**src/rtl/inst_fetch.sv**
```systemverilog
// RV32I instruction-fetch stage: assembles each 32-bit instruction from four
// little-endian byte reads and hands pc/instruction to the IF/ID register.
module inst_fetch #(
   parameter logic [31:0] RESET_PC = 32'h0
) (
   input  logic        clk_in,
   input  logic        rst_in,
   input  logic [5:0]  stall,
   input  logic        branch_flag_in,
   input  logic [31:0] branch_target_in,
   input  logic        mem_ack_in,
   input  logic [7:0]  mem_byte_in,
   output logic        mem_req_out,
   output logic [31:0] mem_addr_out,
   output logic        stall_req_out,
   output logic [31:0] if_pc,
   output logic [31:0] if_inst
);

   localparam int unsigned XLEN  = 32;
   localparam int unsigned CNT_W = 2;

   typedef enum logic [1:0] {
      IDLE  = 2'd0,
      FETCH = 2'd1,
      READY = 2'd2
   } state_t;

   state_t           state;
   logic [XLEN-1:0]  pc;
   logic [CNT_W-1:0] cnt;
   logic [7:0]       byte0;
   logic [7:0]       byte1;
   logic [7:0]       byte2;

   // Only the IF/PC bit of the stall vector applies to this stage.
   logic unused_stall_c;
   assign unused_stall_c = |stall[5:1];

   always_ff @(posedge clk_in or negedge rst_in) begin
      if (!rst_in) begin
         state         <= IDLE;
         pc            <= RESET_PC;
         cnt           <= '0;
         byte0         <= '0;
         byte1         <= '0;
         byte2         <= '0;
         mem_req_out   <= 1'b0;
         mem_addr_out  <= '0;
         stall_req_out <= 1'b1;
         if_pc         <= '0;
         if_inst       <= '0;
      end else if (branch_flag_in) begin
         // Redirect wins over everything; any partial fetch and same-cycle ack are dropped.
         state         <= FETCH;
         pc            <= branch_target_in;
         cnt           <= '0;
         mem_req_out   <= 1'b1;
         mem_addr_out  <= branch_target_in;
         stall_req_out <= 1'b1;
         if_pc         <= '0;
         if_inst       <= '0;
      end else begin
         case (state)
            IDLE: begin
               state         <= FETCH;
               cnt           <= '0;
               mem_req_out   <= 1'b1;
               mem_addr_out  <= pc;
               stall_req_out <= 1'b1;
            end
            FETCH: begin
               if (mem_ack_in) begin
                  if (cnt != CNT_W'(3)) begin
                     case (cnt)
                        2'd0:    byte0 <= mem_byte_in;
                        2'd1:    byte1 <= mem_byte_in;
                        default: byte2 <= mem_byte_in;
                     endcase
                     cnt          <= cnt + CNT_W'(1);
                     mem_addr_out <= pc + XLEN'(cnt) + XLEN'(1);
                  end else begin
                     state         <= READY;
                     mem_req_out   <= 1'b0;
                     stall_req_out <= 1'b0;
                     if_pc         <= pc;
                     if_inst       <= {mem_byte_in, byte2, byte1, byte0};
                  end
               end
            end
            READY: begin
               if (!stall[0]) begin
                  state         <= FETCH;
                  pc            <= pc + XLEN'(4);
                  cnt           <= '0;
                  mem_req_out   <= 1'b1;
                  mem_addr_out  <= pc + XLEN'(4);
                  stall_req_out <= 1'b1;
                  if_pc         <= '0;
                  if_inst       <= '0;
               end
            end
            default: state <= IDLE;
         endcase
      end
   end

endmodule

```
**config.mk**
```make
export PLATFORM = sky130hd
export DESIGN_NAME = inst_fetch
export DESIGN_NICKNAME = d
export VERILOG_FILES = /design/src/rtl/inst_fetch.sv
export SDC_FILE = /design/constraint.sdc
export NUM_CORES = 1
export LEC_CHECK = 0
export CORE_MARGIN = 8
export CORE_UTILIZATION = 26
export CTS_CLUSTER_SIZE = 25
export DETAILED_ROUTE_END_ITERATION = 7
export SLEW_MARGIN = 30
export SYNTH_ARGS = -nofsm -noshare
export SYNTH_HDL_FRONTEND = slang
export SYNTH_SLANG_ARGS = --single-unit
```
**constraint.sdc**
```tcl
create_clock -name clk_in -period 3.45 [get_ports clk_in]
set_input_delay 0.69 -clock clk_in [delete_from_list [all_inputs] [get_ports clk_in]]
set_output_delay 0.69 -clock clk_in [all_outputs]
set_load 0.02 [all_outputs]
```
# ---- Word level (Yosys, flattened, before mapping)
# Cells that the tools add are included.
dict set report totals {
  ff_bits 158
  input_bits 50
  output_inout_bits 98
  elab_cells 71
}
dict set report classes {
  addsub 4
  eq_ne 9
  mux 31
  n_bitwise 2
  reduce_logical 14
}
# operator count
set op_table {}
lappend op_table {{$mux 32} 13}
lappend op_table {{$pmux 32 s2} 2}
lappend op_table {{$pmux 32 s3} 1}
lappend op_table {{$add 32x1->32 const B} 1}
lappend op_table {{$add 32x2->32} 1}
lappend op_table {{$add 32x3->32 const B} 1}
lappend op_table {{$mux 2} 8}
lappend op_table {{$reduce_and 5->1} 3}
lappend op_table {{$ne 3x3->1 const B} 4}
lappend op_table {{$pmux 2 s3} 2}
lappend op_table {{$reduce_and 4->1} 3}
lappend op_table {{$eq 2x1->1 const B} 2}
lappend op_table {{$logic_not 2->1} 2}
lappend op_table {{$mux 1} 4}
lappend op_table {{$reduce_bool 4->1} 1}
lappend op_table {{$pmux 1 s3} 1}
lappend op_table {{$reduce_and 3->1} 1}
lappend op_table {{$reduce_bool 3->1} 1}
lappend op_table {{$add 2x1->2 const B} 1}
lappend op_table {{$eq 2x2->1 const B} 1}
lappend op_table {{$ne 2x1->1 const B} 1}
lappend op_table {{$ne 2x2->1 const B} 1}
lappend op_table {{$not 1->1} 2}
lappend op_table {{$reduce_and 2->1} 1}
lappend op_table {{2 further kinds} 2}

# ---- Logic depth before layout (Yosys ltp)
# Gate-level depths: netlist (run 1).
dict set report depth {
  ltp_word 6
  depth_mapped 10
  ltp_nobuf 8
}

# ---- Worst setup path after synthesis (run 1)
# Ideal clock, no wire load.
dict set report synth_path {
  path_type {flip-flop to flip-flop}
  startpoint {reg cnt[0]}
  endpoint {reg mem_addr_out[28]}
  setup_ps 82
  arrival_time_ps 2066
  t_required_ps 3368
  setup_slack_ps 1302
  path_stages_with_launch 10
  n_path_buf 1
  synth_period_minus_slack_ps 2148
  path_cell_list {dfrtp_1 inv_1 ha_1 fa_1 clkbuf_1 nor2b_1 nor2_1 nand4_1 or3_1 a31oi_1}
}
dict set report synth_via {
  elab_chain_len 6
  word_cells_on_any_way 9
  classes_between {add/sub: 2; eq/ne: 2; mux: 4; reduce/logical: 1}
}
# element line_no
set synth_lines {}
lappend synth_lines {{from (decl)} 31} ;# logic [CNT_W-1:0] cnt;
lappend synth_lines {{from (signal assigned)} 80} ;# cnt <= cnt + CNT_W'(1);
lappend synth_lines {{$add 32x2->32} 81} ;# mem_addr_out <= pc + XLEN'(cnt) + XLEN'(1);
lappend synth_lines {{$add 32x1->32} 81}
lappend synth_lines {{$mux 32} 74} ;# if (cnt != CNT_W'(3)) begin
lappend synth_lines {{$mux 32} 73} ;# if (mem_ack_in) begin
lappend synth_lines {{$pmux 32 s3} 64} ;# case (state)
lappend synth_lines {{$mux 32} 53} ;# end else if (branch_flag_in) begin
lappend synth_lines {{to (signal assigned)} 59} ;# mem_addr_out <= branch_target_in;
lappend synth_lines {{to (signal assigned)} 69} ;# mem_addr_out <= pc;
lappend synth_lines {{to (signal assigned)} 81}
lappend synth_lines {{to (decl)} 14} ;# output logic [31:0] mem_addr_out,
# Several ways; a longest one is shown, not always the timed one. The select of a mux whose other input is x is not followed.
# A chain may end at the register's enable or synchronous reset.

# ---- Final worst setup path (run 1)
dict set report layout_path {
  startpoint {reg state[0]}
  endpoint {reg mem_addr_out[21]}
}
dict set report layout_via {
  elab_chain_len 3
  word_cells_on_any_way 10
  classes_between {eq/ne: 5; mux: 2; reduce/logical: 3}
}
# element line_no
set layout_lines {}
lappend layout_lines {{from (decl)} 29} ;# state_t state;
lappend layout_lines {{from (signal assigned)} 42} ;# state <= IDLE;
lappend layout_lines {{from (signal assigned)} 55} ;# state <= FETCH;
lappend layout_lines {{from (signal assigned)} 66} ;# state <= FETCH;
lappend layout_lines {{$eq 2x1->1 (tied with other cells)} 64}
lappend layout_lines {{$ne 3x3->1 (no line) (tied with other cells)} -}
lappend layout_lines {{$reduce_and 4->1 (no line) / $mux 32 (equally long branches)} -}
# Several ways; a longest one is shown, not always the timed one.

==> flow_summary_export.csv, run 1 <==
group,metric,value,unit
setup_path,critical_path_class,"reg2reg",
floorplanning,core_area,31310,sq um
timing,finalCriticalPeriod,2.759,ns
synthesis,synth-seq-cells,158,
route,first_iter_violations,717,
synthesis,syn_area,8205,sq um
cts,cts.repair.resized,0,
setup_path,path_buf_inv,2,
setup_path,cp.arrival,3.13,ns
power,switching_share,0.4349,
route,postRouteWirelength,27900,um
timing,clock_skew,0.01498,ns
timing,rsz0062_at_grt,"no",
route,ant_nets,0,
power,p_sw,4.092,mW
grt,grt_first_pass_wirelength,43060,um
route,drc_errors,0,
synthesis,synth_edf_count,0,
cts,cts_buffer_depth,2,
grt,overflow,0,
synthesis,ys_async_sr_fraction,1.000,
run,max_cap_viol_count,0,
floorplanning,pin_count,148,
cts,cts_made_buffers,17,
synthesis,synth_flop_cell,"dfrtp_1",
cts,hold_buffers,0,
floorplanning,die_h,193.7,um
floorplanning,placementRows,65,
grt,grtUsageTotal,0.1454,
cts,path_clk_slew,0.08,ns
timing,fin_crit_sh,0.7998,
route,firstDrtPassIters,5,
finish,layout-drive-gt1-share,0.09662,
synthesis,synth_top_area_share,0.4788,
route,wl_per_cell,19.42,um
timing,slew_headroom,0.5216,
hold_path,hold_class,"in2async",
finish,area_growth_syn_to_layout,30.01,%
setup_path,cp_max_fo,11,
power,vdd_drop_max,444.7,uV
finish,nets,1086,
timing,final_max_slew_viol_count,0,
cts,cts-root-buf,"clkbuf_16",
route,wirelength_met1,12370,um
setup_path,reg2reg_slack,0.69,ns
route,routed_via_density,5.100,
place,hpwlAfterDp,19730,um
setup_path,crit_cells,8,
timing,max_freq,0.3624,GHz
synthesis,synth_cell_types,66,
synthesis,yosys-top-cells-area,"dfrtp_1 48%, o21ai_0 5.9%, nand3_1 5.7%",
timing,tightest_slew,0.7177,ns
setup_path,cpPeakStageDelay,0.57,ns
setup_path,crit_family,"simple AND/OR/NAND/NOR gates",
status,outcome,"finished, final reports clean",
cts,cts.sinks,158,
synthesis,syn_avg_cell_area,9.067,sq um
power,internal_power,5.317,mW
cts,cts_tree,"built",
finish,n_antenna_cell,0,
power,clock_power_share,0.203,
floorplanning,start_util,0.2621,
power,p_seq_frac,0.318,
setup_path,worstPathRequired,3.82,ns
setup_path,reg2reg_depth,8,
synthesis,synth_top_cell_by_area,"dfrtp_1",
setup_path,end_kind,"flip-flop",
place,routabilityCongestion,0.9185,
synthesis,postSynthNetCount,969,
synthesis,yosys_warnings,0,
setup_path,startpoint_type,"flip-flop",
timing,setup_viol,0,
cts,cts_setup_buffers,0,
grt,grt_start_max_net_pins,101,
floorplanning,dieArea,37500,sq um
power,power.density,882.0,nW/um^2
grt,grt_pass1_vias,7096,
floorplanning,fp.dieW,193.7,um
grt,grt_antenna_before_repair,1,
route,wl_met3,2014,um
power,p_leak,4.249,nW
setup_path,path_cells,"inv_1 -> ha_1 -> buf_4 -> or3_1 -> a41o_1 -> nand2_1 -> or4_1 -> nand3_1",
route,met2_length,12980,um
route,maxUsedRoutingLayer,"met5",
place,io_buffers,142,
finish,layout_common_cells,"157 x dfrtp_1, 140 x clkdlybuf4s50_1, 97 x o21ai_0",
finish,layout_commonest_cell,"dfrtp_1",
cts,cts_max_level,4,
synthesis,yosysSeqAreaShare,0.4820,
cts,worstSkewPairLatency,0.44,ns
power,power,9.409,mW
setup_path,crit_slowest_cell,"or4_1",
synthesis,synth_cells,905,
route,routed-via-count,7329,
timing,hold_viol_final,0,
power,comb_power_share,0.478,
timing,tns,0,ns
[cell usage after synthesis, types with 3 or more instances]
cell and instances:
a41oi_1 4, buf_1 10, o31a_1 4, inv_1 78, or4_1 3, nor2b_1 4
a21o_1 3, buf_2 14, and3_1 7, o41ai_1 4, o31ai_1 4, nand2_1 81
dfrtp_1 157, nand4_1 16, xor2_1 14, a21boi_0 3, mux2_2 26, nor2_1 36
and2_1 6, nand3_1 93, xnor2_1 11, nor3_1 16, or3_1 12, nand2b_1 11
a41o_1 3, o21ai_0 97, o211ai_1 12, clkbuf_1 41, ha_1 13, a21oi_1 31
o311ai_0 6, a31oi_1 30, nor4_1 4, and4_1 5
[final cells by class]
type,instances,area (sq um)
tap,402,503.0
clock inverter,15,158.9
clock buffer,17,425.4
fill,3218,20640
sequential,158,3955
multi-input combinational,602,3714
timing repair buffer,164,1615
inverter,79,296.5
[final timing paths]
kind | start | endpoint
max | state[0] | mem_addr_out[21]
min | rst_in | if_inst[31]
max reg2reg | state[0] | mem_addr_out[21]
min reg2reg | mem_addr_out[2] | mem_addr_out[2]
max in group asynchronous | rst_in | pc[13]
min in group clk_in | mem_addr_out[2] | mem_addr_out[2]
[per-layer routing]
layer	vias to the layer above	track usage
met5	-	0
met4	2	0.04532
met3	42	0.03974
met2	255	0.2261
met1	3592	0.1938
li1	3438	-
[power by group through the flow]
stage	logic [mW]	registers [mW]	clock network [mW]
after global routing	4.86	3.09	2.02
after global placement	4.45	3.01	0
after detailed placement	4.48	3.03	0
after CTS	4.51	3.00	1.95
final	4.50	3.00	1.91
after floorplan	1.95	3.49	0
[kinds of logic after synthesis]
| logic type | after synthesis | synth area share |
|---|---|---|
| simple gates | 309 | 0.1918 |
| compound gates | 226 | 0.1705 |
| flops | 158 | 0.4820 |
| buf+inv | 145 | 0.06862 |
| mux | 28 | 0.03812 |
| xor+xnor | 25 | 0.02668 |
| fa+ha+maj | 14 | 0.02226 |
[metrics by stage]
stage	instance area [sq um]	worst slack, ns	util	hold WS [ns]	instances
after global placement	10070	0.3808	0.3216	0.4611	1404
after detailed placement	10070	0.3410	0.3216	0.4697	1404
final	10670	0.6905	0.3407	0.1484	1437
after global routing	10670	0.5669	0.3407	0.1746	1437
after CTS	10650	0.7044	0.3402	0.1589	1436
after floorplan	8205	1.302	-	0.3944	905
[sequential cells by signal (all words and copies together) (netlist names)]
| register | flops |
|---|---|
| if_inst | 32 |
| if_pc | 32 |
| pc | 32 |
| mem_req_out | 1 |
| cnt | 2 |
| stall_req_out | 1 |
| byte0 | 8 |
| state | 2 |
| byte1 | 8 |
| byte2 | 8 |
| mem_addr_out | 32 |
Power figures use the tool's default switching activity.
==> run 2: changes to the inputs <==
- clock period: 3.45 -> 2.5 ns (I/O delays scaled with it)
==> flow_summary_export.csv, run 2 (synthesis gave the netlist of run 1 again) <==
group,metric,value,unit
grt,grt_antenna_before_repair,2,
cts,path_clk_slew,0.09,ns
route,ant_nets,0,
cts,worstSkewPairLatency,0.44,ns
finish,layout-drive-gt1-share,0.1329,
cts,cts_setup_buffers,0,
finish,layout_common_cells,"157 x dfrtp_1, 140 x clkdlybuf4s50_1, 97 x o21ai_0",
grt,top_usage_layer,"met2",
setup_path,cp.arrival,2.67,ns
route,wl_per_cell,19.25,um
power,vdd_drop_max,594.5,uV
setup_path,reg2reg_slack,0.15,ns
grt,grt_pass1_vias,7522,
finish,postLayoutCoreUtil,0.3536,
grt,grt_start_max_net_pins,65,
floorplanning,die_h,193.7,um
cts,cts_made_buffers,17,
timing,setup_viol,0,
place,routabilityCongestion,0.9230,
setup_path,worstReg2RegStart,"state[1]",
cts,cts-root-buf,"clkbuf_16",
route,drc_errors,0,
grt,use_met3,0.03835,
grt,grtUsageTotal,0.1501,
power,power.density,1216,nW/um^2
run,max_cap_viol_count,0,
floorplanning,placementRows,65,
setup_path,crit_slowest_cell,"dfrtp_1",
power,power,13.46,mW
timing,hold_viol_final,12,
floorplanning,start_util,0.2621,
cts,cts_tree,"built",
route,firstDrtPassIters,5,
place,post-place-ws,0.1039,ns
place,placed_area,10420,sq um
floorplanning,dieArea,37500,sq um
timing,tns,0,ns
place,hpwlAfterDp,21150,um
setup_path,startpoint_type,"flip-flop",
place,placedCellCount,1446,
setup_path,rr_endpoint,"byte1[1]",
floorplanning,fp.dieW,193.7,um
grt,overflow,0,
setup_path,cpPeakStageDelay,0.41,ns
timing,hold_ws,-0.009230,ns
setup_path,worstPathRequired,2.82,ns
grt,grtUsageMet2,0.2348,
timing,final_max_slew_viol_count,0,
power,p_leak,4.475,nW
setup_path,cp_max_fo,8,
cts,cts.repair.resized,0,
cts,cts.sinks,158,
status,violations,"hold timing",
cts,cts_max_level,4,
timing,fin_crit_sh,0.9380,
timing,slew_headroom,0.5226,
floorplanning,pin_count,148,
timing,rsz0062_at_grt,"yes",
timing,tightest_slew,0.7161,ns
floorplanning,core_area,31310,sq um
finish,layout_commonest_cell,"dfrtp_1",
status,outcome,"finished, violations left",
grt,grtUsageMet1,0.1961,
timing,finalCriticalPeriod,2.345,ns
setup_path,end_kind,"flip-flop",
setup_path,reg2reg_depth,7,
setup_path,critical_path_class,"reg2reg",
route,routed_via_density,5.014,
place,io_buffers,142,
route,postRouteWirelength,28460,um
timing,clock_skew,0.01500,ns
hold_path,hold_class,"in2async",
finish,area_growth_syn_to_layout,34.92,%
finish,nets,1127,
setup_path,path_cells,"inv_1 -> ha_1 -> clkinv_1 -> buf_4 -> nor2_1 -> nand3_1 -> mux2_2",
grt,grt_first_pass_wirelength,44620,um
finish,finalInstanceArea,11070,sq um
route,first_iter_violations,535,
timing,max_freq,0.4264,GHz
finish,final_cells,1479,
cts,hold_buffers,0,
route,routed-via-count,7415,
cts,cts_buffer_depth,2,
timing,layout_setup_ws,0.1550,ns
==> run 2: how the worst max path moves through the flow <==
stage	cells after the start	endpoint	slack, ns	start
2_1_floorplan	9	mem_addr_out[28]	0.35	cnt[0]
3_5_place_dp	7	mem_addr_out[26]	0.10	mem_ack_in
6_report	7	byte1[1]	0.15	state[1]
5_1_grt	7	byte1[5]	-0.03	state[1]
4_1_cts	8	mem_addr_out[20]	0.09	pc[0]
3_3_place_gp	7	mem_addr_out[26]	0.13	mem_ack_in
==> run 2: worst max-delay path: cells and delay by family (launching register included) <==
family	cells	cell delay, ns
muxes	1	0.41
and+or+nand+nor	2	0.60
DFF	1	0.41
adders and majority gates	1	0.34
buffers and inverters	3	0.47
==> run 2: routing by layer <==
metal  wire length, um  vias to the layer above
li1                  -                     3523
met1             12660                     3570
met2             13020                      274
met3              1998                       46
met4               767                        2
met5                13                        -
==> run 2: cell type report <==
class / count / area (sq um)
repair buffers: 205 / 1953
multi-input cells: 602 / 3719
well taps: 402 / 503.0
inverters: 79 / 296.5
flip-flops and latches: 158 / 3955
clock inverters: 15 / 216.5
diodes: 1 / 2.502
fillers: 3153 / 20240
clock buffers: 17 / 425.4
==> run 2: report_power, final <==
| part | leakage [nW] | internal, mW | switching, mW | total (mW) |
|---|---|---|---|---|
| clock | 0.305 | 1.39 | 1.34 | 2.73 |
| sequential | 1.96 | 3.50 | 0.601 | 4.10 |
| combinational | 2.20 | 2.78 | 3.85 | 6.63 |
==> run 3: changes to the inputs <==
- CTS_CLUSTER_DIAMETER: not set -> 30
==> results of run 3 <==
No change in the layout: final DEF, timing and power equal those of run 2.
